==> config.mk <==
export PLATFORM = sky130hd
export DESIGN_NAME = param_stream_mux
export DESIGN_NICKNAME = d
export VERILOG_FILES = /design/src/rtl/param_stream_mux.sv
export SDC_FILE = /design/constraint.sdc
export NUM_CORES = 1
export LEC_CHECK = 0
export CORE_UTILIZATION = 51
export CTS_CLUSTER_DIAMETER = 100
export DETAILED_ROUTE_END_ITERATION = 12
export MAX_ROUTING_LAYER = met4
export PLACE_DENSITY = 0.95
export SLEW_MARGIN = 20
export SYNTH_ARGS = -nofsm -noshare
export SYNTH_HDL_FRONTEND = slang
export SYNTH_SLANG_ARGS = --single-unit
==> constraint.sdc <==
create_clock -name clk -period 9.1 [get_ports clk]
set_input_delay 2.275 -clock clk [delete_from_list [all_inputs] [get_ports clk]]
set_output_delay 2.275 -clock clk [all_outputs]
set_load 0.05 [all_outputs]
==> src/rtl/param_stream_mux.sv <==
// param_stream_mux: N-to-1 stream mux with direct or round-robin selection and a registered output slot
module param_stream_mux #(
  parameter int NUM_IN = 31,
  parameter int DATA_W = 2,
  parameter int SEL_W  = 5
) (
  input  logic                     clk,
  input  logic                     rst,
  input  logic                     mode,
  input  logic [SEL_W-1:0]         sel,
  input  logic [NUM_IN*DATA_W-1:0] in_data,
  input  logic [NUM_IN-1:0]        in_valid,
  output logic [NUM_IN-1:0]        in_ready,
  output logic [DATA_W-1:0]        out_data,
  output logic [SEL_W-1:0]         out_sel,
  output logic                     out_valid,
  input  logic                     out_ready,
  output logic [7:0]               err_cnt
);
  logic [DATA_W-1:0] r_out_data;
  logic [SEL_W-1:0]  r_out_sel, r_rr_ptr;
  logic              r_out_valid;
  logic [7:0]        r_err_cnt;
  logic [SEL_W-1:0]  w_lo, w_hi, w_gnt;
  logic              w_hi_any, w_sel_ok, w_gnt_vld, w_slot_free, w_xfer;
  // w_hi: first valid at/after the pointer; w_lo: first valid overall, used when the search wraps
  always_comb begin
    w_lo = '0;
    w_hi = '0;
    w_hi_any = 1'b0;
    for (int i = NUM_IN - 1; i >= 0; i--)
      if (in_valid[i]) begin
        w_lo = SEL_W'(i);
        if (i >= int'(r_rr_ptr)) begin
          w_hi = SEL_W'(i);
          w_hi_any = 1'b1;
        end
      end
  end
  assign w_sel_ok    = 32'(sel) < NUM_IN;
  assign w_gnt_vld   = mode ? |in_valid : (w_sel_ok && in_valid[sel]);
  assign w_gnt       = mode ? (w_hi_any ? w_hi : w_lo) : sel;
  assign w_slot_free = ~r_out_valid | out_ready;
  assign w_xfer      = w_gnt_vld & w_slot_free & ~rst;
  assign in_ready    = w_xfer ? (NUM_IN'(1) << w_gnt) : '0;
  always_ff @(posedge clk) begin
    if (rst) begin
      r_out_valid <= 1'b0;
      r_out_data  <= '0;
      r_out_sel   <= '0;
      r_rr_ptr    <= '0;
      r_err_cnt   <= '0;
    end else begin
      if (w_xfer) begin
        r_out_valid <= 1'b1;
        r_out_data  <= in_data[int'(w_gnt)*DATA_W +: DATA_W];
        r_out_sel   <= w_gnt;
      end else if (out_ready) r_out_valid <= 1'b0;
      if (w_xfer && mode) r_rr_ptr <= (int'(w_gnt) == NUM_IN - 1) ? '0 : w_gnt + 1'b1;
      if (!mode && !w_sel_ok && w_slot_free && r_err_cnt != 8'hff) r_err_cnt <= r_err_cnt + 8'd1;
    end
  end
  assign out_data  = r_out_data;
  assign out_sel   = r_out_sel;
  assign out_valid = r_out_valid;
  assign err_cnt   = r_err_cnt;
endmodule
==> results of run 1 <==
## flip-flops by register name (all words and copies together) (netlist names)
| register | count |
|---|---|
| err_cnt | 8 |
| out_sel | 5 |
| r_rr_ptr | 5 |
| out_data | 2 |
| out_valid | 1 |
## how the worst max path moves through the flow
stage / start / endpoint / slack (ps) / depth (start not counted)
final: in_valid[22] / in_ready[23] / 700 / 13
after global routing: in_valid[2] / in_ready[23] / 480 / 14
after CTS: in_valid[22] / in_ready[23] / 800 / 13
after detailed placement: in_valid[22] / in_ready[23] / 820 / 13
after global placement: in_valid[29] / in_ready[19] / 940 / 15
after floorplan: in_valid[29] / in_ready[18] / 1150 / 12
## power by group through the flow
stage                      Clock, W  Sequential [W]  Combinational, W
after global routing      0.0000658        0.000109          0.000353
after CTS                 0.0000619        0.000108          0.000324
after global placement            0        0.000109          0.000316
final                     0.0000623        0.000108          0.000332
after detailed placement          0        0.000110          0.000321
after floorplan                   0        0.000120          0.000191
## synthesized netlist by cell type, types with 12 or more instances
library cell | number | area (um^2)
sky130_fd_sc_hd__a21oi_1 | 30 | 150
sky130_fd_sc_hd__and3_1 | 13 | 81.3
sky130_fd_sc_hd__clkbuf_1 | 21 | 78.8
sky130_fd_sc_hd__dfxtp_1 | 21 | 420
sky130_fd_sc_hd__inv_1 | 20 | 75.1
sky130_fd_sc_hd__mux2_2 | 12 | 135
sky130_fd_sc_hd__mux2i_1 | 26 | 260
sky130_fd_sc_hd__nand2_1 | 45 | 169
sky130_fd_sc_hd__nor2_1 | 84 | 315
sky130_fd_sc_hd__nor2b_1 | 13 | 81.3
sky130_fd_sc_hd__nor3_1 | 23 | 115
sky130_fd_sc_hd__o211ai_1 | 12 | 90.1
sky130_fd_sc_hd__o21ai_0 | 31 | 155
## kinds of logic (layout without fill, tap and decap cells)
group | Yosys count | count (layout) | share of synthesized area
muxes | 47 | 47 | 0.143
AOI/OAI and AO/OA | 198 | 198 | 0.360
xor gates and xnor gates | 7 | 7 | 0.0146
buffers and inverters | 68 | 188 | 0.0723
DFF | 21 | 21 | 0.100
adders and majority gates | 7 | 7 | 0.0209
and+or+nand+nor | 244 | 244 | 0.289
## layout make-up
type | instances | area [um^2]
clock buffers | 3 | 41.3
clock inverters | 1 | 5.00
fillers | 603 | 1980
inverters | 24 | 90.1
multi-input cells | 503 | 3470
flip-flops and latches | 21 | 420
well taps | 102 | 128
repair buffers | 160 | 1710
## worst min-delay path, stage by stage, from the launching register on
cell	delay, ps
sky130_fd_sc_hd__dfxtp_1	310
sky130_fd_sc_hd__inv_1	50
sky130_fd_sc_hd__o32ai_1	80
## metrics by stage
step,cells,setup WS [ps]
floorplan,592,1150
global placement,810,941
detailed placement,810,820
CTS,814,803
global route,814,477
finish,814,705
## metal layers
layer / track usage / vias up / share of wire
met5: - / - / 0
met3: 0.0673 / 61 / 0.12
met1: 0.543 / 2551 / 0.40
li1: - / 2503 / -
met4: 0.121 / 0 / 0.028
met2: 0.627 / 428 / 0.46
==> impl_results.html, run 1 <==
<table>
<tr><th>Metric</th><th>Value</th></tr>
<tr><th colspan="2">Run status</th></tr>
<tr><td>Outcome</td><td>finished clean</td></tr>
<tr><th colspan="2">Run</th></tr>
<tr><td>Max-cap check violation count</td><td>0</td></tr>
<tr><th colspan="2">Placed design</th></tr>
<tr><td>Area post-placement</td><td>5830 um^2</td></tr>
<tr><td>Final HPWL DP</td><td>approximately 13000 um</td></tr>
<tr><td>Number of buffers added on ports</td><td>148</td></tr>
<tr><td>Final weighted congestion in routability-driven placement</td><td>~0.98</td></tr>
<tr><th colspan="2">Route</th></tr>
<tr><td>WL per Instance</td><td>approximately 21 um</td></tr>
<tr><td>Vias after detailed routing</td><td>~5500</td></tr>
<tr><td>Starting DRT DRC Count</td><td>624</td></tr>
<tr><td>Total Wirelength</td><td>17200 um</td></tr>
<tr><td>Via-per-instance ratio</td><td>just under 7</td></tr>
<tr><td>Post-route ant nets</td><td>0</td></tr>
<tr><td>Number of detailed-route iterations in the first pass</td><td>5</td></tr>
<tr><td>DRC violation count after routing</td><td>0</td></tr>
<tr><th colspan="2">Worst hold path</th></tr>
<tr><td>Cells on Worst Hold Path</td><td>2</td></tr>
<tr><td>Worst min path class</td><td>reg2reg</td></tr>
<tr><td>Hold path endpoint</td><td>out_data[1]$_SDFFE_PP0P_</td></tr>
<tr><td>Beginning of the worst hold path</td><td>out_data[1]$_SDFFE_PP0P_</td></tr>
<tr><th colspan="2">Floorplan</th></tr>
<tr><td>Row Count</td><td>32</td></tr>
<tr><td>Die footprint</td><td>approximately 8600 um^2</td></tr>
<tr><td>DIE HEIGHT</td><td>~93 um</td></tr>
<tr><td>X dimension of the die</td><td>approximately 93 um</td></tr>
<tr><td>CORE AREA</td><td>7850 um^2</td></tr>
<tr><td>Initial core utilization</td><td>0.534</td></tr>
<tr><td>I/O pin cnt</td><td>roughly 150</td></tr>
<tr><th colspan="2">Worst setup path</th></tr>
<tr><td>Required time of the worst setup path</td><td>approximately 7000 ps</td></tr>
<tr><td>Worst Reg-to-Reg Cells</td><td>12</td></tr>
<tr><td>Critical Path Start Type</td><td>input pin</td></tr>
<tr><td>Startpoint of the worst-slack reg-to-reg timing path</td><td>r_rr_ptr[4]$_SDFFE_PP0P_</td></tr>
<tr><td>Cell family with most CP delay</td><td>simple AND/OR/NAND/NOR gates</td></tr>
<tr><td>CP dominant cell by count</td><td>sky130_fd_sc_hd__ha_1</td></tr>
<tr><td>Peak fanout along the critical path</td><td>23</td></tr>
<tr><td>Crit. End Element</td><td>output port</td></tr>
<tr><td>Ordered cell list for the critical path</td><td>clkdlybuf4s50_1, nor4_1, a2bb2oi_1, nand4_1, nor2_2, o21ba_4, a21oi_4, inv_2, ha_1, ha_1, inv_1, nor3_1, buf_12</td></tr>
<tr><td>Bufs and invs on worst path</td><td>4</td></tr>
<tr><td>Critical path class</td><td>in2out</td></tr>
<tr><td>Data arrival time of the worst path</td><td>slightly above 6000 ps</td></tr>
<tr><td>Worst-path cell with the longest stage delay</td><td>sky130_fd_sc_hd__nor4_1</td></tr>
<tr><td>Capturing point of the worst reg2reg path</td><td>out_data[1]$_SDFFE_PP0P_</td></tr>
<tr><td>Worst R2R Setup Slack</td><td>around 4700 ps</td></tr>
<tr><td>Biggest cell delay along the critical path</td><td>590 ps</td></tr>
<tr><th colspan="2">Power</th></tr>
<tr><td>Leakage Power</td><td>2.15 nW</td></tr>
<tr><td>Peak supply drop</td><td>roughly 72 uV</td></tr>
<tr><td>Gate power share</td><td>0.660</td></tr>
<tr><td>Switching share of power</td><td>0.464</td></tr>
<tr><td>Internal portion of total power</td><td>~0.00027 W</td></tr>
<tr><td>Power per unit of standard cell area</td><td>~86 nW/um^2</td></tr>
<tr><td>Total power</td><td>~0.00050 W</td></tr>
<tr><td>Portion of total power attributed to the clock network</td><td>0.124</td></tr>
<tr><td>Sw Pwr</td><td>0.000233 W</td></tr>
<tr><td>Portion of total power attributed to sequential cells</td><td>0.215</td></tr>
<tr><th colspan="2">CTS</th></tr>
<tr><td>Clock sink total</td><td>21</td></tr>
<tr><td>Number of buffers created by CTS</td><td>3</td></tr>
<tr><td>Clock latency at the later pin of the worst-skew pair</td><td>roughly 270 ps</td></tr>
<tr><td>Root buffer selected by CTS</td><td>sky130_fd_sc_hd__clkbuf_8</td></tr>
<tr><td>Level count of the clock H-tree</td><td>1</td></tr>
<tr><td>Clock-pin slew on the worst setup and hold paths</td><td>around 80 ps</td></tr>
<tr><td>Maximum clock insertion buffer count</td><td>2</td></tr>
<tr><td>Number of cells upsized or downsized after cts</td><td>0</td></tr>
<tr><td>Setup Buffers After CTS</td><td>0</td></tr>
<tr><td>TritonCTS clock tree</td><td>built</td></tr>
<tr><td>Count of hold-fix buffers inserted at cts</td><td>0</td></tr>
<tr><th colspan="2">STA</th></tr>
<tr><td>Setup repair after global routing missed its margin</td><td>false</td></tr>
<tr><td>Minimum clock period after layout</td><td>8400 ps</td></tr>
<tr><td>Transition at the pin with the smallest max-transition slack</td><td>slightly above 1000 ps</td></tr>
<tr><td>FMAX</td><td>between 100 and 150 MHz</td></tr>
<tr><td>Total Negative Setup Slacks</td><td>0 ps</td></tr>
<tr><td>Tcrit/Tclk final</td><td>0.923</td></tr>
<tr><td>Slew HR</td><td>0.320</td></tr>
<tr><td>Final hold violation count</td><td>0</td></tr>
<tr><td>Hold Worst Slack</td><td>~500 ps</td></tr>
<tr><td>Final max-slew violation count</td><td>0</td></tr>
<tr><td>Clock skew</td><td>3.00 ps</td></tr>
<tr><td>Setup-failing EPs final</td><td>0</td></tr>
<tr><th colspan="2">Synth</th></tr>
<tr><td>Number of warning messages in the yosys log</td><td>0</td></tr>
<tr><td>Post-synth cell types</td><td>87</td></tr>
<tr><td>Post-Synthesis Net Count</td><td>around 700</td></tr>
<tr><td>Number of enable flip-flop cells after synthesis</td><td>0</td></tr>
<tr><td>Synth Cell Area</td><td>between 4000 and 5000 um^2</td></tr>
<tr><td>Dominant synthesized flop cell</td><td>sky130_fd_sc_hd__dfxtp_1</td></tr>
<tr><td>Syn Inst Count</td><td>between 500 and 600</td></tr>
<tr><td>Average footprint of a synthesized cell</td><td>approximately 7.1 um^2</td></tr>
<tr><td>Async set-reset flop share out of synthesis</td><td>0</td></tr>
<tr><td>Number of synthesized register bits</td><td>21</td></tr>
<tr><td>Seq/Total Area, Yosys</td><td>0.100</td></tr>
<tr><th colspan="2">Final layout</th></tr>
<tr><td>Synth-to-Final Area Change</td><td>40.1%</td></tr>
<tr><td>Diodes inserted</td><td>0</td></tr>
<tr><td>Fin nets</td><td>822</td></tr>
<tr><td>Most used cells in the layout excluding fill and tap cells</td><td>sky130_fd_sc_hd__clkdlybuf4s50_1, sky130_fd_sc_hd__nor2_1, sky130_fd_sc_hd__nand2_1</td></tr>
<tr><td>Proportion of layout cells with a drive suffix above 1</td><td>0.138</td></tr>
<tr><td>Most common cell after layout, fill and taps aside</td><td>sky130_fd_sc_hd__clkdlybuf4s50_1</td></tr>
<tr><td>Design Area, Final</td><td>a little under 6000 um^2</td></tr>
<tr><td>Final core area utilization</td><td>0.748</td></tr>
<tr><th colspan="2">GRT</th></tr>
<tr><td>Total global routing overflow</td><td>0</td></tr>
<tr><td>Via count of the first global-routing pass</td><td>5254</td></tr>
<tr><td>First-pass GRT wire length</td><td>around 27000 um</td></tr>
<tr><td>Pin count of the biggest net entering global routing</td><td>39</td></tr>
<tr><td>Number of antenna violations at the first check in global routing</td><td>0</td></tr>
<tr><td>Overall fraction of global-route tracks in use</td><td>0.405</td></tr>
</table>
Note: power is estimated with default switching activity, not from simulation.
==> run 2, diff against run 1 <==
- CORE_UTILIZATION: 51 -> 40
- PLACE_DENSITY: 0.95 -> 0.8
==> run 2 against run 1 <==
Net effect:
- routed wire length decreased by 4.2%
- register-to-register slack gained 60 ps
- cell area is 2.4% higher
==> impl_results.html, run 2 (synthesis results as in run 1) <==
<table>
<tr><th>Metric</th><th>Value</th></tr>
<tr><th colspan="2">Run status</th></tr>
<tr><td>Outcome</td><td>finished clean</td></tr>
<tr><th colspan="2">Worst setup path</th></tr>
<tr><td>Ordered cell list for the critical path</td><td>clkdlybuf4s50_1, nor2b_1, o311ai_0, a221oi_1, o21ai_1, a21oi_1, or4_1, a32oi_1, buf_4, ha_1, nand2_1, nor3_1, buf_12</td></tr>
<tr><td>Critical Path Start Type</td><td>input pin</td></tr>
<tr><td>Worst-path cell with the longest stage delay</td><td>sky130_fd_sc_hd__clkdlybuf4s50_1</td></tr>
<tr><td>Biggest cell delay along the critical path</td><td>580 ps (about the same)</td></tr>
<tr><td>Beginning of the critical path</td><td>in_valid[29]</td></tr>
<tr><td>Data arrival time of the worst path</td><td>6210 ps (+90 ps)</td></tr>
<tr><td>Peak fanout along the critical path</td><td>13 (-43%)</td></tr>
<tr><td>Required time of the worst setup path</td><td>6830 ps (about the same)</td></tr>
<tr><td>Capturing point of the worst reg2reg path</td><td>out_data[1]$_SDFFE_PP0P_</td></tr>
<tr><td>Worst Reg-to-Reg Cells</td><td>12 (unchanged)</td></tr>
<tr><td>Worst R2R Setup Slack</td><td>4720 ps (+60 ps)</td></tr>
<tr><td>Startpoint of the worst-slack reg-to-reg timing path</td><td>r_rr_ptr[0]$_SDFFE_PP0P_</td></tr>
<tr><td>Critical path class</td><td>in2out</td></tr>
<tr><td>End of the critical path</td><td>in_ready[16]</td></tr>
<tr><td>Crit. End Element</td><td>output port</td></tr>
<tr><th colspan="2">Route</th></tr>
<tr><td>DRC violation count after routing</td><td>0 (unchanged)</td></tr>
<tr><td>Post-route ant nets</td><td>0 (unchanged)</td></tr>
<tr><td>WL per Instance</td><td>19.5 um (-7.6%)</td></tr>
<tr><td>Via-per-instance ratio</td><td>6.26 (-8.1%)</td></tr>
<tr><td>Starting DRT DRC Count</td><td>452 (-28%)</td></tr>
<tr><td>Vias after detailed routing</td><td>5282 (-4.7%)</td></tr>
<tr><td>Number of detailed-route iterations in the first pass</td><td>5 (unchanged)</td></tr>
<tr><td>Total Wirelength</td><td>16400 um (-4.2%)</td></tr>
<tr><th colspan="2">STA</th></tr>
<tr><td>Minimum clock period after layout</td><td>8480 ps (+86.8 ps)</td></tr>
<tr><td>Transition at the pin with the smallest max-transition slack</td><td>976 ps (-44.2 ps)</td></tr>
<tr><td>Hold Worst Slack</td><td>496 ps (+8.79 ps)</td></tr>
<tr><td>Final max-slew violation count</td><td>0 (unchanged)</td></tr>
<tr><td>Total Negative Setup Slacks</td><td>0 ps (unchanged)</td></tr>
<tr><td>Slew HR</td><td>0.349 (+0.0295)</td></tr>
<tr><td>Clock skew</td><td>6.93 ps (+3.92 ps)</td></tr>
<tr><td>Tcrit/Tclk final</td><td>0.932 (+0.00954)</td></tr>
<tr><td>Setup repair after global routing missed its margin</td><td>false</td></tr>
<tr><td>Final Worst Setup Slack</td><td>618 ps (-86.8 ps)</td></tr>
<tr><td>Final hold violation count</td><td>0 (unchanged)</td></tr>
<tr><td>Setup-failing EPs final</td><td>0 (unchanged)</td></tr>
<tr><td>FMAX</td><td>118 MHz (-1.0%)</td></tr>
<tr><th colspan="2">CTS</th></tr>
<tr><td>Number of cells upsized or downsized after cts</td><td>0 (unchanged)</td></tr>
<tr><td>Root buffer selected by CTS</td><td>sky130_fd_sc_hd__clkbuf_8</td></tr>
<tr><td>Clock-pin slew on the worst setup and hold paths</td><td>80 ps (about the same)</td></tr>
<tr><td>Setup Buffers After CTS</td><td>0 (unchanged)</td></tr>
<tr><td>Clock latency at the later pin of the worst-skew pair</td><td>260 ps (about the same)</td></tr>
<tr><td>Count of hold-fix buffers inserted at cts</td><td>0 (unchanged)</td></tr>
<tr><td>TritonCTS clock tree</td><td>built</td></tr>
<tr><td>Clock sink total</td><td>21 (unchanged)</td></tr>
<tr><td>Maximum clock insertion buffer count</td><td>2 (unchanged)</td></tr>
<tr><td>Level count of the clock H-tree</td><td>1 (unchanged)</td></tr>
<tr><td>Number of buffers created by CTS</td><td>3 (unchanged)</td></tr>
<tr><th colspan="2">Final layout</th></tr>
<tr><td>Max reg flops</td><td>8 (unchanged)</td></tr>
<tr><td>Most used cells in the layout excluding fill and tap cells</td><td>sky130_fd_sc_hd__clkdlybuf4s50_1, sky130_fd_sc_hd__nor2_1, sky130_fd_sc_hd__nand2_1</td></tr>
<tr><td>Diodes inserted</td><td>0 (unchanged)</td></tr>
<tr><td>Final core area utilization</td><td>0.604 (-0.144)</td></tr>
<tr><td>Most common cell after layout, fill and taps aside</td><td>sky130_fd_sc_hd__clkdlybuf4s50_1</td></tr>
<tr><td>Fin nets</td><td>821 (-0.12%)</td></tr>
<tr><td>Synth-to-Final Area Change</td><td>43.5%</td></tr>
<tr><td>Proportion of layout cells with a drive suffix above 1</td><td>0.135 (-0.00262)</td></tr>
<tr><th colspan="2">Floorplan</th></tr>
<tr><td>Die footprint</td><td>10900 um^2 (+27%)</td></tr>
<tr><td>X dimension of the die</td><td>104 um (+13%)</td></tr>
<tr><td>I/O pin cnt</td><td>149 (unchanged)</td></tr>
<tr><td>DIE HEIGHT</td><td>104 um (+13%)</td></tr>
<tr><td>CORE AREA</td><td>9950 um^2 (+27%)</td></tr>
<tr><td>Initial core utilization</td><td>0.421 (-0.113)</td></tr>
<tr><td>Row Count</td><td>36 (+13%)</td></tr>
<tr><th colspan="2">Placed design</th></tr>
<tr><td>Post-place setup slack</td><td>706 ps (-114 ps)</td></tr>
<tr><td>Final weighted congestion in routability-driven placement</td><td>0.972 (-0.45%)</td></tr>
<tr><td>Final HPWL DP</td><td>12800 um (-2.4%)</td></tr>
<tr><td>Number of buffers added on ports</td><td>148 (unchanged)</td></tr>
<tr><th colspan="2">Power</th></tr>
<tr><td>Power per unit of standard cell area</td><td>83.0 nW/um^2 (-2.9%)</td></tr>
<tr><td>Total power</td><td>0.000499 W (-0.58%)</td></tr>
<tr><td>Leakage Power</td><td>2.16 nW (+0.77%)</td></tr>
<tr><td>Peak supply drop</td><td>83.7 uV (+17%)</td></tr>
<tr><th colspan="2">GRT</th></tr>
<tr><td>Pin count of the biggest net entering global routing</td><td>39 (unchanged)</td></tr>
<tr><td>First-pass GRT wire length</td><td>26800 um (-1.8%)</td></tr>
<tr><td>Overall fraction of global-route tracks in use</td><td>0.306 (-0.0993)</td></tr>
<tr><td>Number of antenna violations at the first check in global routing</td><td>0 (unchanged)</td></tr>
<tr><td>Total global routing overflow</td><td>0 (unchanged)</td></tr>
<tr><td>Via count of the first global-routing pass</td><td>5110 (-2.7%)</td></tr>
<tr><th colspan="2">Run</th></tr>
<tr><td>Max-cap check violation count</td><td>0 (unchanged)</td></tr>
<tr><th colspan="2">Worst hold path</th></tr>
<tr><td>Worst min path class</td><td>reg2reg</td></tr>
</table>
-- run 2: cell count changes in the layout (fill, tap and decap cells not counted) --
| cell | delta |
|---|---|
| sky130_fd_sc_hd__buf_12 | +9 |
| sky130_fd_sc_hd__buf_4 | -10 |
| sky130_fd_sc_hd__clkbuf_1 | +1 |
| sky130_fd_sc_hd__clkinv_2 | -1 |
-- run 2: critical path: cells and delay by family --
kind | cells | cell delay [ps]
buffers and inverters | 3 | 1080
and+or+nand+nor | 4 | 1110
AOI/OAI and AO/OA | 5 | 1500
adders and majority gates | 1 | 230
-- run 2: stage by stage --
stage	area, um^2	instances
floorplan	4190	592
global placement	5970	840
detailed placement	5970	840
CTS	6010	844
global route	6010	844
finish	6010	844
-- run 2: how the worst min path moves through the flow --
| stage | from | slack (ps) | to | depth (start not counted) |
|---|---|---|---|---|
| final | out_sel[4]$_SDFFE_PP0P_ | 500 | out_sel[4]$_SDFFE_PP0P_ | 2 |
| after global routing | out_data[1]$_SDFFE_PP0P_ | 530 | out_data[1]$_SDFFE_PP0P_ | 2 |
| after CTS | out_data[1]$_SDFFE_PP0P_ | 500 | out_data[1]$_SDFFE_PP0P_ | 2 |
| after detailed placement | out_data[1]$_SDFFE_PP0P_ | 480 | out_data[1]$_SDFFE_PP0P_ | 2 |
| after global placement | out_data[1]$_SDFFE_PP0P_ | 470 | out_data[1]$_SDFFE_PP0P_ | 2 |
| after floorplan | r_rr_ptr[4]$_SDFFE_PP0P_ | 610 | r_rr_ptr[4]$_SDFFE_PP0P_ | 2 |
-- run 2: power by group --
part / total (W) / switching, W / internal [W]
registers: 0.000107 / 0.00000866 / 0.0000982
clock network: 0.0000615 / 0.0000303 / 0.0000312
logic: 0.000331 / 0.000188 / 0.000143
total: 0.000499 / 0.000227 / 0.000272
-- run 2: routing by layer --
layer | GRT usage | share of wire
met1 | 0.408 | 0.43
met2 | 0.479 | 0.46
met3 | 0.0401 | 0.080
met4 | 0.0878 | 0.026
met5 | - | 0
-- run 2: layout make-up --
| class | count | area (um^2) |
|---|---|---|
| Timing Repair Buffer | 159 | 1820 |
| Inverter | 24 | 90.1 |
| Tap cell | 133 | 166 |
| Fill cell | 915 | 3940 |
| Sequential cell | 21 | 420 |
| Clock buffer | 4 | 45.0 |
| Multi-Input combinational cell | 503 | 3470 |
